## src/rtl/wb_gpio_irq_bridge.sv

```systemverilog
// Wishbone-classic GPIO slave: OUT/OEB/IN registers for up to 64 pads, 2-flop input sync,
// per-pin rise/fall edge capture into sticky W1C status, and N_IRQ registered interrupt lines.
module wb_gpio_irq_bridge #(
  parameter int unsigned N_IO      = 38,
  parameter int unsigned N_IRQ     = 3,
  parameter logic [31:0] BASE_ADDR = 32'h3000_0000,
  parameter int unsigned ADDR_W    = 8,
  parameter logic [31:0] ID_VALUE  = 32'h0004_F740
) (
  input  logic              wb_clock_i,
  input  logic              wb_reset_i,
  input  logic              wb_cyc_i,
  input  logic              wb_strobe_i,
  input  logic              wb_we_i,
  input  logic [3:0]        wb_sel_i,
  input  logic [31:0]       wb_addr_i,
  input  logic [31:0]       wb_data_i,
  output logic [31:0]       wb_data_o,
  output logic              wb_ack_o,
  input  logic [N_IO-1:0]   io_in,
  output logic [N_IO-1:0]   io_out,
  output logic [N_IO-1:0]   io_oeb,
  output logic [N_IRQ-1:0]  irq
);

  // Registers are kept 64 bits wide; bits at or above N_IO are held at zero by this mask.
  localparam logic [63:0] PIN_MASK = (N_IO >= 64) ? '1 : ((64'd1 << N_IO) - 64'd1);

  logic [63:0] out_r, oeb_r, rise_en_r, fall_en_r, stat_r;
  logic [63:0] s1, s2, prev;
  logic [63:0] out_n, oeb_n, rise_en_n, fall_en_n, stat_n, w1c;
  logic [63:0] rise, fall;
  logic [31:0] rdata, offset, byte_mask;
  logic [N_IRQ-1:0] irq_n;
  logic hit, acc, wr;

  assign hit       = wb_cyc_i & wb_strobe_i & (wb_addr_i[31:ADDR_W] == BASE_ADDR[31:ADDR_W]);
  assign acc       = hit & ~wb_ack_o;
  assign wr        = acc & wb_we_i;
  assign offset    = 32'(wb_addr_i[ADDR_W-1:0]);
  assign byte_mask = {{8{wb_sel_i[3]}}, {8{wb_sel_i[2]}}, {8{wb_sel_i[1]}}, {8{wb_sel_i[0]}}};
  assign rise      = s2 & ~prev;
  assign fall      = ~s2 & prev;

  function automatic logic [31:0] merge(input logic [31:0] old_v, input logic [31:0] new_v,
                                        input logic [31:0] mask_v);
    return (old_v & ~mask_v) | (new_v & mask_v);
  endfunction

  always_comb begin
    out_n     = out_r;
    oeb_n     = oeb_r;
    rise_en_n = rise_en_r;
    fall_en_n = fall_en_r;
    w1c       = '0;
    rdata     = '0;
    case (offset)
      32'h00: begin
        rdata = out_r[31:0];
        if (wr) out_n[31:0] = merge(out_r[31:0], wb_data_i, byte_mask);
      end
      32'h04: begin
        rdata = out_r[63:32];
        if (wr) out_n[63:32] = merge(out_r[63:32], wb_data_i, byte_mask);
      end
      32'h08: begin
        rdata = oeb_r[31:0];
        if (wr) oeb_n[31:0] = merge(oeb_r[31:0], wb_data_i, byte_mask);
      end
      32'h0C: begin
        rdata = oeb_r[63:32];
        if (wr) oeb_n[63:32] = merge(oeb_r[63:32], wb_data_i, byte_mask);
      end
      32'h10: rdata = s2[31:0];
      32'h14: rdata = s2[63:32];
      32'h18: begin
        rdata = rise_en_r[31:0];
        if (wr) rise_en_n[31:0] = merge(rise_en_r[31:0], wb_data_i, byte_mask);
      end
      32'h1C: begin
        rdata = rise_en_r[63:32];
        if (wr) rise_en_n[63:32] = merge(rise_en_r[63:32], wb_data_i, byte_mask);
      end
      32'h20: begin
        rdata = fall_en_r[31:0];
        if (wr) fall_en_n[31:0] = merge(fall_en_r[31:0], wb_data_i, byte_mask);
      end
      32'h24: begin
        rdata = fall_en_r[63:32];
        if (wr) fall_en_n[63:32] = merge(fall_en_r[63:32], wb_data_i, byte_mask);
      end
      32'h28: begin
        rdata = stat_r[31:0];
        if (wr) w1c[31:0] = wb_data_i & byte_mask;
      end
      32'h2C: begin
        rdata = stat_r[63:32];
        if (wr) w1c[63:32] = wb_data_i & byte_mask;
      end
      32'h30: rdata = ID_VALUE;
      default: ;
    endcase
    // New edges are OR-ed in after the clear so a coincident event keeps the bit set.
    stat_n = ((stat_r & ~w1c) | (rise & rise_en_r) | (fall & fall_en_r)) & PIN_MASK;
  end

  always_comb begin
    irq_n = '0;
    for (int unsigned k = 0; k < N_IRQ; k++) begin
      for (int unsigned p = 0; p < N_IO; p++) begin
        if ((p % N_IRQ) == k) irq_n[k] = irq_n[k] | stat_r[p];
      end
    end
  end

  always_ff @(posedge wb_clock_i) begin
    if (wb_reset_i) begin
      out_r     <= '0;
      oeb_r     <= PIN_MASK;
      rise_en_r <= '0;
      fall_en_r <= '0;
      stat_r    <= '0;
      s1        <= '0;
      s2        <= '0;
      prev      <= '0;
      wb_ack_o  <= 1'b0;
      wb_data_o <= '0;
      irq       <= '0;
    end else begin
      out_r     <= out_n & PIN_MASK;
      oeb_r     <= oeb_n & PIN_MASK;
      rise_en_r <= rise_en_n & PIN_MASK;
      fall_en_r <= fall_en_n & PIN_MASK;
      stat_r    <= stat_n;
      s1        <= 64'(io_in);
      s2        <= s1;
      prev      <= s2;
      wb_ack_o  <= acc;
      wb_data_o <= acc ? rdata : '0;
      irq       <= irq_n;
    end
  end

  assign io_out = out_r[N_IO-1:0];
  assign io_oeb = oeb_r[N_IO-1:0];

endmodule

```

## config.mk

```make
export PLATFORM = sky130hd
export DESIGN_NAME = wb_gpio_irq_bridge
export DESIGN_NICKNAME = d
export VERILOG_FILES = /design/src/rtl/wb_gpio_irq_bridge.sv
export SDC_FILE = /design/constraint.sdc
export NUM_CORES = 1
export LEC_CHECK = 0
export BUFFER_PORTS_ARGS = -buffer_cell sky130_fd_sc_hd__buf_2
export CORE_MARGIN = 2
export CORE_UTILIZATION = 51
export DETAILED_ROUTE_END_ITERATION = 10
export HOLD_SLACK_MARGIN = 0.08
export PLACE_DENSITY_LB_ADDON = 0.05
export SYNTH_ARGS = -nofsm -noshare
export SYNTH_HDL_FRONTEND = slang
export SYNTH_SLANG_ARGS = --single-unit
export TNS_END_PERCENT = 30
```

## constraint.sdc

```tcl
create_clock -name wb_clock_i -period 2 [get_ports wb_clock_i]
set_input_delay 0.1 -clock wb_clock_i [delete_from_list [all_inputs] [get_ports wb_clock_i]]
set_output_delay 0.1 -clock wb_clock_i [all_outputs]
set_load 0.005 [all_outputs]
```

==> results.json <==
{
  "cts_buffer_depth": 3,
  "first_pass_iters": 6,
  "layout.nets": 1796,
  "startpoint": "wb_ack_o",
  "fin_crit_ns": 1.977,
  "post-cts-setup-buffers": 0,
  "synth_cell_types": 48,
  "pwr-share-comb_pct": 4.8,
  "crit_path_end": "wb_data_o[3]",
  "vias": 11490,
  "grt_use_total_pct": 27.75,
  "min_path_type": "in -> reg",
  "place_inst": 1910,
  "p_int_mw": 11.27,
  "finalSetupViolCount": 0,
  "grt_first_pass_wirelength_mm": 61.64,
  "pin_count": 223,
  "r2r_slack_ns": 0.02,
  "hold_depth": 5,
  "tightest_slew_ns": 1.034,
  "cp_cell_sequence": "nor4_4 > nand4_4 > nor4_2 > buf_4 > o2111ai_2 > buf_12 > a41oi_1",
  "fin_skew_ns": 0.009971,
  "wire_per_inst_um": 19.43,
  "clock_power_share_pct": 47.1,
  "clock-root-buffer": "clkbuf_16",
  "switchingPower_mw": 3.100,
  "clkLatencyLatePin_ns": 0.52,
  "wl_mm": 39.81,
  "rows": 59,
  "core_um2": 26060,
  "die_x_um": 166.9,
  "max-cap-violations": 0,
  "synth-main-ff-cell": "dfxtp_1",
  "critPathMaxStageDelay_ns": 0.34,
  "crit_slowest_cell": "nor4_2",
  "dr.first_iter.drc_count": 1070,
  "initial_core_util_pct": 51.94,
  "overflow": 0,
  "worst_ir_drop_vdd_v": 0.0008344,
  "r2r-start": "wb_ack_o",
  "powerDensity_nw_per_um2": 808.1,
  "critPathMaxFanout": 19,
  "max_clock_freq_mhz": 505.9,
  "p_seq_share_pct": 48.1,
  "slew_viol_final": 0,
  "syn_inst": 1343,
  "worstPathArrival_ns": 2.38,
  "antenna_found_initial": 3,
  "die-area_um2": 27860,
  "grt_pass1_vias": 10960,
  "clkTransAtPathRegs_ns": 0.06,
  "syn-num-nets": 1454,
  "grt_max_degree": 237,
  "crit_type": "reg -> reg",
  "yosysWarnings": 0,
  "p_leak_nw": 6.773,
  "port-buffer-count": 222,
  "ant_nets": 0,
  "reg2regPathDepth": 7,
  "finalNonFillerCells": 2049,
  "timing.rr.end": "wb_data_o[3]",
  "numCtsBuffers": 36,
  "required_ns": 2.41,
  "gpl.final_weighted_congestion": 0.8813,
  "clock_sinks": 340,
  "cp-end-kind": "flop",
  "tritoncts": "built",
  "rsz0062_at_grt": "true",
  "htree_levels": 2,
  "vias_per_cell": 5.607,
  "timing.final.crit_share_pct": 98.83,
  "outcome": "complete, no violations",
  "final_core_util_pct": 68.26,
  "synth-edff-count": 0,
  "swShare_pct": 21.56,
  "crit_path_start_kind": "flop",
  "hpwl_mm": 26.53,
  "synth_seq_cells": 340,
  "seq_area_frac_synth_pct": 50.29,
  "drc_errors": 0,
  "die_h_um": 166.9,
  "syn_to_final_growth_pct": 31.42,
  "syn_avg_cell_area_um2": 10.08,
  "drive_above_1_share_pct": 26.99,
  "syn_area_um2": 13540,
  "slew_headroom_pct": 31.07,
  "synthArstFlopShare_pct": 0,
  "finalHoldViolCount": 0
}
## critical path: cells and delay by family, from the launching register on
| family | cells | cell delay [ns] |
|---|---|---|
| buffers and inverters | 2 | 0.39 |
| AOI/OAI and AO/OA | 2 | 0.44 |
| DFF | 1 | 0.33 |
| and+or+nand+nor | 3 | 0.73 |
## area by class of cell
| class | count | area, um2 |
|---|---|---|
| fillers | 2050 | 8270 |
| repair buffers | 389 | 2900 |
| diodes | 2 | 5.005 |
| flip-flops and latches | 340 | 6808 |
| multi-input cells | 918 | 6450 |
| well taps | 335 | 419.2 |
| clock buffers | 49 | 1011 |
| clock inverters | 16 | 195.2 |
## metal layers
metal,routed length [um],vias to the layer above,global-route usage [%]
met4,908,2,8.396
met5,14,-,0
met2,18520,458,45.00
met3,2790,64,5.442
li1,-,5510,-
met1,17580,5455,37.59
## kinds of logic (layout without fill, tap and decap cells)
logic type	count (synthesis)	in the layout	share of synthesized area [%]
simple gates	509	509	22.68
flops	340	340	50.29
compound gates	285	285	14.83
mux	124	124	9.577
buf+inv	85	454	2.625
other cells	0	2	0
## cell usage after synthesis (all sizes together) (3+ instances only)
master  number  share of area [%]
dfxtp      340                 50
nor2       167                4.6
mux2i      116                8.6
nor2b      116                5.4
nand2       68                1.9
clkbuf      67                1.9
a21oi       58                2.1
a22oi       51                2.8
nand3b      46                2.6
nor3        40                1.5
nor4        39                4.7
o21ai       39                1.4
a21boi      32                1.8
o21ba       32                2.4
a31oi       29                1.3
buf         18               0.77
a22o        12               0.78
a221oi      11               0.71
nand3       11               0.41
a222oi       9               0.67
and2         5               0.23
a41oi        4               0.26
and3         4               0.18
mux2         4               0.33
mux4         4               0.67
nor4b        4               0.46
a32oi        3               0.19
or4          3               0.17
## power by group through the flow
| stage | Combinational (mW) | Clock [mW] | Sequential (mW) |
|---|---|---|---|
| 3_5_place_dp | 0.575 | 0 | 7.06 |
| 6_report | 0.689 | 6.77 | 6.91 |
| 5_1_grt | 0.744 | 7.18 | 6.92 |
| 4_1_cts | 0.683 | 6.87 | 6.91 |
| 2_1_floorplan | 0.295 | 0 | 7.04 |
| 3_3_place_gp | 0.570 | 0 | 7.06 |
## through the flow
step	setup WS (ns)	total power [mW]	area (um2)	hold slack (ns)	TNS [ns]
2_1_floorplan	0.03453	7.338	13540	0.2282	0
6_report	0.02346	14.37	17790	0.1262	0
5_1_grt	-0.08241	14.84	17790	0.1276	-0.8789
3_5_place_dp	-0.1375	7.637	15800	0.3116	-10.56
3_3_place_gp	-0.1233	7.630	15800	0.3078	-4.971
4_1_cts	-0.04740	14.47	17720	0.1112	-0.9038
## cells in the final DEF, fill, tap and decap left out, types with 7 or more instances in the layout
master	count
a21boi_0	32
a21oi_1	58
a221oi_1	11
a222oi_1	9
a22o_1	12
a22oi_1	51
a31oi_1	29
buf_12	27
buf_2	221
buf_4	66
clkbuf_1	8
clkbuf_16	37
clkinv_2	8
dfxtp_1	339
dlygate4sd3_1	72
mux2i_1	112
nand2_1	67
nand3_1	11
nand3b_1	46
nor2_1	166
nor2b_1	116
nor3_1	40
nor4_1	7
nor4_2	7
nor4_4	25
o21ai_0	39
o21ba_2	30
## timing repair
action / in CTS / in global routing
hold buffers: 72 / 0
endpoints found under the hold margin: 221 / 0
setup endpoints to repair: 75 / 202
gates resized for setup: 0 / 15
pin swaps: 0 / 1
## how the worst min path moves through the flow
stage / startpoint / end / slack (ns)
4_1_cts: wb_addr_i[3] / wb_data_o[2] / 0.11
2_1_floorplan: io_in[0] / s1[0] / 0.23
3_3_place_gp: io_in[37] / s1[37] / 0.31
5_1_grt: wb_addr_i[3] / wb_data_o[2] / 0.13
3_5_place_dp: io_in[4] / s1[4] / 0.31
6_report: wb_addr_i[3] / wb_data_o[2] / 0.13
No activity file was read; power rests on OpenSTA's default activity.
